**src/rtl/uart_pkg.sv**
```systemverilog
// Shared encodings and defaults for the UART transmit scheduler.
package uart_pkg;

  localparam int WORD_W       = 16;
  localparam int START_TO_DEF = 16;
  localparam int FRAME_TO_DEF = 131072;

  typedef enum logic [2:0] {
    S_IDLE      = 3'd0,
    S_LAUNCH    = 3'd1,
    S_WAIT_BUSY = 3'd2,
    S_WAIT_DONE = 3'd3,
    S_DONE      = 3'd4,
    S_FAULT     = 3'd5
  } state_t;

  localparam logic [1:0] ERR_NONE     = 2'd0;
  localparam logic [1:0] ERR_START_TO = 2'd1;
  localparam logic [1:0] ERR_FRAME_TO = 2'd2;
  localparam logic [1:0] ERR_TX_FAULT = 2'd3;

endpackage

```
**src/rtl/rr_arbiter.sv**
```systemverilog
// Combinational round-robin search: first active request after ptr, with wrap.
module rr_arbiter #(
  parameter int N_REQ = 4
) (
  input  logic [N_REQ-1:0] req,
  input  logic [2:0]       ptr,
  output logic             gnt_valid,
  output logic [2:0]       gnt_idx
);

  logic [2*N_REQ-1:0] dbl;
  logic [N_REQ-1:0]   rot;
  logic [3:0]         off;
  logic [3:0]         sum;

  always_comb begin
    // rot[j] corresponds to requester (ptr + 1 + j) mod N_REQ
    dbl       = {req, req};
    rot       = N_REQ'(dbl >> ({1'b0, ptr} + 4'd1));
    gnt_valid = 1'b0;
    off       = '0;
    for (int j = N_REQ - 1; j >= 0; j--) begin
      if (rot[j]) begin
        gnt_valid = 1'b1;
        off       = 4'(j);
      end
    end
    sum = {1'b0, ptr} + 4'd1 + off;
    if (sum >= 4'(N_REQ)) sum = sum - 4'(N_REQ);
    gnt_idx = sum[2:0];
  end

endmodule

```
**src/rtl/uart_tx_sched.sv**
```systemverilog
// Shares one 16-bit-word UART transmitter among N_REQ requesters, round-robin,
// with start/frame timeouts and a sticky fault state.
module uart_tx_sched
  import uart_pkg::*;
#(
  parameter int N_REQ    = 4,
  parameter int START_TO = START_TO_DEF,
  parameter int FRAME_TO = FRAME_TO_DEF,
  parameter int TO_W     = 18
) (
  input  logic                    clk,
  input  logic                    rst_n,
  input  logic [N_REQ-1:0]        req,
  input  logic [WORD_W*N_REQ-1:0] req_data,
  output logic [N_REQ-1:0]        ack,
  input  logic                    cfg_parity_en,
  input  logic                    cfg_parity_kind,
  output logic [WORD_W-1:0]       tx_data,
  output logic                    tx_start,
  output logic                    tx_parity_en,
  output logic                    tx_parity_kind,
  input  logic                    tx_busy,
  input  logic                    tx_ok,
  output logic [2:0]              grant_id,
  output logic                    busy,
  output logic [1:0]              err_code,
  input  logic                    err_clr,
  output logic [15:0]             frames_sent
);

  state_t            state_q, state_d;
  logic [TO_W-1:0]   cnt_q, cnt_d;
  logic [1:0]        err_q, err_d;
  logic [WORD_W-1:0] tx_data_q, sel_word;
  logic              par_en_q, par_kind_q;
  logic [2:0]        grant_q, ptr_q, gnt_idx;
  logic [15:0]       frames_sent_q;
  logic              gnt_valid, load, done_enter;

  rr_arbiter #(.N_REQ(N_REQ)) u_arb (
    .req       (req),
    .ptr       (ptr_q),
    .gnt_valid (gnt_valid),
    .gnt_idx   (gnt_idx)
  );

  always_comb begin
    sel_word = '0;
    for (int i = 0; i < N_REQ; i++) begin
      if (gnt_idx == 3'(i)) sel_word = req_data[WORD_W*i +: WORD_W];
    end
  end

  always_comb begin
    state_d    = state_q;
    cnt_d      = cnt_q;
    err_d      = err_q;
    load       = 1'b0;
    done_enter = 1'b0;
    case (state_q)
      S_IDLE: begin
        if (gnt_valid) begin
          state_d = S_LAUNCH;
          load    = 1'b1;
        end
      end
      S_LAUNCH: begin
        state_d = S_WAIT_BUSY;
        cnt_d   = '0;
      end
      S_WAIT_BUSY: begin
        if (tx_busy) begin
          state_d = S_WAIT_DONE;
          cnt_d   = '0;
        end else if (cnt_q == TO_W'(START_TO - 1)) begin
          state_d = S_FAULT;
          err_d   = ERR_START_TO;
        end else begin
          cnt_d = cnt_q + 1'b1;
        end
      end
      S_WAIT_DONE: begin
        if (!tx_busy) begin
          state_d    = S_DONE;
          done_enter = 1'b1;
        end else if (cnt_q == TO_W'(FRAME_TO - 1)) begin
          state_d = S_FAULT;
          err_d   = ERR_FRAME_TO;
        end else begin
          cnt_d = cnt_q + 1'b1;
        end
      end
      S_DONE:  state_d = S_IDLE;
      S_FAULT: begin
        if (err_clr) begin
          state_d = S_IDLE;
          err_d   = ERR_NONE;
        end
      end
      default: state_d = S_IDLE;
    endcase
    // A transmitter fault outranks timeouts and busy edges seen in the same cycle
    if ((state_q inside {S_LAUNCH, S_WAIT_BUSY, S_WAIT_DONE, S_DONE}) && !tx_ok) begin
      state_d    = S_FAULT;
      err_d      = ERR_TX_FAULT;
      done_enter = 1'b0;
    end
  end

  always_ff @(posedge clk) begin
    if (!rst_n) begin
      state_q       <= S_IDLE;
      cnt_q         <= '0;
      err_q         <= ERR_NONE;
      tx_data_q     <= '0;
      par_en_q      <= 1'b0;
      par_kind_q    <= 1'b0;
      grant_q       <= 3'(N_REQ - 1);
      ptr_q         <= 3'(N_REQ - 1);
      frames_sent_q <= '0;
    end else begin
      state_q <= state_d;
      cnt_q   <= cnt_d;
      err_q   <= err_d;
      if (load) begin
        grant_q    <= gnt_idx;
        tx_data_q  <= sel_word;
        par_en_q   <= cfg_parity_en;
        par_kind_q <= cfg_parity_kind;
      end
      if (done_enter) begin
        frames_sent_q <= frames_sent_q + 16'd1;
        ptr_q         <= grant_q;
      end
    end
  end

  assign tx_start       = (state_q == S_LAUNCH);
  assign busy           = (state_q != S_IDLE);
  assign ack            = (state_q == S_DONE) ? ({{(N_REQ-1){1'b0}}, 1'b1} << grant_q) : '0;
  assign tx_data        = tx_data_q;
  assign tx_parity_en   = par_en_q;
  assign tx_parity_kind = par_kind_q;
  assign grant_id       = grant_q;
  assign err_code       = err_q;
  assign frames_sent    = frames_sent_q;

endmodule

```
**config.mk**
```make
export PLATFORM = sky130hd
export DESIGN_NAME = uart_tx_sched
export DESIGN_NICKNAME = d
export VERILOG_FILES = /design/src/rtl/uart_pkg.sv /design/src/rtl/rr_arbiter.sv /design/src/rtl/uart_tx_sched.sv
export SDC_FILE = /design/constraint.sdc
export NUM_CORES = 1
export LEC_CHECK = 0
export ABC_AREA = 1
export BUFFER_PORTS_ARGS = -buffer_cell sky130_fd_sc_hd__clkbuf_2
export CORE_ASPECT_RATIO = 0.75
export CORE_UTILIZATION = 54
export CTS_BUF_LIST = sky130_fd_sc_hd__clkbuf_8
export CTS_CLUSTER_DIAMETER = 30
export DETAILED_ROUTE_END_ITERATION = 8
export PLACE_DENSITY = 0.83
export SLEW_MARGIN = 20
export SYNTH_ARGS = -nofsm -noshare
export SYNTH_HDL_FRONTEND = slang
export SYNTH_SLANG_ARGS = --single-unit
```
**constraint.sdc**
```tcl
create_clock -name clk -period 3.4 [get_ports clk]
set_input_delay 0.85 -clock clk [delete_from_list [all_inputs] [get_ports clk]]
set_output_delay 0.85 -clock clk [all_outputs]
set_load 0.02 [all_outputs]
```
==> reports/summary.txt <==
GRT Total Usage = 29.7%
CTS Hold Bufs = 0
GR Layer Usage met3 = 8.84%
Vias in the first global route = 4422
Max Fclk = 0.318 GHz
Reg2Reg Depth = 13
Primary FF master, synth = dfxtp_1
Total gr overflow = 0
Crit Reg-Reg Endpoint = tx_data[3]
CTS Buf Count = 9
Setup Buffers After CTS = 0
Reg-to-reg slack, setup = 280 ps
Syn Area/Cell = 6.39 um^2
Drt first-iter violations = 291
CTS clock-pin slew for the worst setup and hold paths = 70 ps
Fillers = 680
Min Tclk post-route = 3140 ps
Post-synth ARST share = 0%
Yosys reg bits = 63
Crit path capture = tx_data[3]
Hpwl dp = 8.50 mm
Commonest non-fill, non-tap cells in the layout = nand2_1, clkbuf_2, nor2_1
Worst setup path class = input pin to flip-flop
Worst-Margin Slew = 917 ps
CP max stage delay = 760 ps
Largest family of logic cells by synthesized area = simple AND/OR/NAND/NOR gates
Register area share after synthesis = 30.9%
Core box area = 7330 um^2
Max_cap viols = 0
Xor/xnor cell area share of the yosys netlist = 0.860%
Distinct cells, synth = 47
DR WL/cell = 12.7 um
Required @ worst endpoint = 3670 ps
Number of enable flip-flop cells after synthesis = 0
Adder-cell area share of the yosys netlist = 1.72%
Die Ht = 77.2 um
Clk sink count = 63
Longest Clk Path Bufs = 2
Cells after DPL = 846
Clock Latency Late Sink = 350 ps
Remaining DRCs = 0
GR Util met2 = 50.0%
Die area = 7900 um^2
HP Class = flip-flop to flip-flop
VDD IR-drop max = 0.000396 V
I/O pin total = 120
Setup violators final = 0
Setup crit start = req[3]
Largest net degree at the start of global routing = 41
Cell row count = 27
Initial antenna violation count = 0
Clk_skew = 8.70 ps
P&R area growth vs syn = 20.4%
Worst path cell trace = clkbuf_2 -> inv_1 -> nor2_1 -> nand2_1 -> nand3_1 -> nor2_2 -> nor3_1 -> inv_1 -> fa_1 -> nor3_2 -> nand2_1 -> nand3_1 -> nor2_1 -> nor2_1
R2R Path Start = ptr_q[1]
Leakage = 0.00238 uW
CTS tree = built
Register area = 1260 um^2
CP most frequent cell = nor2_1
Multiplexer share of the synthesized area = 0%
Unrepaired setup endpoints after global routing = false
Mapped Cells = 638
CP Max Fanout = 16
Multi-input logic area = 2410 um^2
Simple-gate share of the synthesized area = 42.7%
Resized cells post-CTS = 0
Syn Nets = 718
Non-filler cells, final = 862
Routability congestion estimate = 0.976
Ys Warns = 0
Vias = 4609
# port buffers = 119
Tcrit/Tclk final = 92.4%
Drt pass-1 iters = 5
First-pass GRT wire length = 18.7 mm
CP endpoint kind = flip-flop
Element type at the critical path start = input pin
H-tree Lvls = 3
Layout cell share with drive strength beyond 1 = 24.6%
Pwr dens = 614 nW/um^2
Final #Nets = 836
Critical-path top delay cell = nor3_2
Starting density of the core = 55.6%
Slew Viols, Final = 0
Slew HR = 38.5%
Worst path arrival time = 3420 ps
Commonest non-fill, non-tap cell in the layout = nand2_1
Most Crowded Layer GR = met2
GR Layer Usage met1 = 35.5%
Hold_ws = 483 ps
Die Width = 102 um
Outcome = finished clean
Final WL = 11.0 mm
Hold Violations, Final = 0
Clock root buffer master = clkbuf_8
Post-DRT Antenna Nets = 0
Syn Std Cell Area = 4080 um^2
Post-synthesis compound-gate area fraction = 13.9%
Via density = 5.35
# diodes = 0
[worst min path at each step]
| stage | start | end | slack (ps) | depth (start not counted) |
|---|---|---|---|---|
| after detailed placement | err_code[1] | err_code[1] | 480 | 2 |
| final | err_code[1] | err_code[1] | 480 | 2 |
| after global placement | err_code[1] | err_code[1] | 460 | 2 |
| after CTS | err_code[1] | err_code[1] | 490 | 2 |
| after global routing | err_code[1] | err_code[1] | 510 | 2 |
| after floorplan | cnt_q[2] | cnt_q[2] | 470 | 2 |
[worst max-delay path: cells and delay by family]
| kind | cells | cell delay, ps |
|---|---|---|
| buffers and inverters | 3 | 220 |
| AND/OR/NAND/NOR | 10 | 1800 |
| adder cells (fa/ha/maj) | 1 | 530 |
[metrics by stage]
stage / setup TNS [ps] / total power (uW) / area [um^2] / setup WS [ps] / util, %
floorplan: 0 / 2080 / 4080 / 399 / -
global placement: 0 / 2370 / 4720 / 32.0 / 64.4
detailed placement: -256 / 2410 / 4720 / -47.7 / 64.4
CTS: 0 / 3020 / 4910 / 307 / 66.9
global route: 0 / 3240 / 4910 / 35.8 / 66.9
finish: 0 / 3010 / 4910 / 258 / 66.9
[report_power, final]
group          internal [uW]  total [uW]  leakage [uW]  switching (uW)
registers                877         995      0.000514             119
clock network            303         606     0.0000955             304
logic                    447        1410       0.00177             963
[per-layer routing]
metal,routed length (um),up-vias
met1,4660,2079
met2,5170,197
li1,-,2311
met3,941,22
met4,214,0
met5,0,-
[layout make-up]
class                           instances  share of cell area, %
Inverter                               77                   5.97
Sequential cell                        63                   25.7
Timing Repair Buffer                  124                   12.9
Tap cell                              101                   2.58
Clock inverter                          5                  0.637
Multi-Input combinational cell        481                   49.1
Clock buffer                           11                   3.09
[cells by family after synthesis]
group           after synthesis
simple gates                371
compound gates              101
fa+ha+maj                     5
flops                        63
buf+inv                      94
xor+xnor                      4
[sequential cells by signal, indices dropped and copies added, names as in the netlist]
signal          flops
frames_sent        16
tx_data            16
cnt_q              18
err_code            2
tx_parity_kind      1
ptr_q               3
tx_parity_en        1
grant_id            3
state_q             3
[synth_stat cells, types with 2 or more instances]
cell type	instances	area [um^2]
nand2_1	164	616
nor2_1	91	342
inv_1	69	259
dfxtp_1	63	1260
nand3_1	47	235
o21ai_0	47	235
a21oi_1	29	145
nand4_1	13	81.3
nor3_1	12	60.1
nor2_2	7	43.8
clkbuf_1	6	22.5
nand2_2	6	37.5
nor4_1	6	37.5
a211oi_1	5	37.5
buf_6	5	56.3
inv_2	5	18.8
nor3_2	5	50.1
a31oi_1	4	25.0
buf_2	4	20.0
ha_1	4	50.1
nand3_2	4	40.0
nor2_4	4	45.0
o21ai_1	4	20.0
xor2_1	4	35.0
nand2_4	3	33.8
a21oi_2	2	17.5
nor2_8	2	40.0
o211ai_1	2	15.0
o21bai_1	2	15.0
or2_2	2	12.5
(Power assumes the default switching activity.)
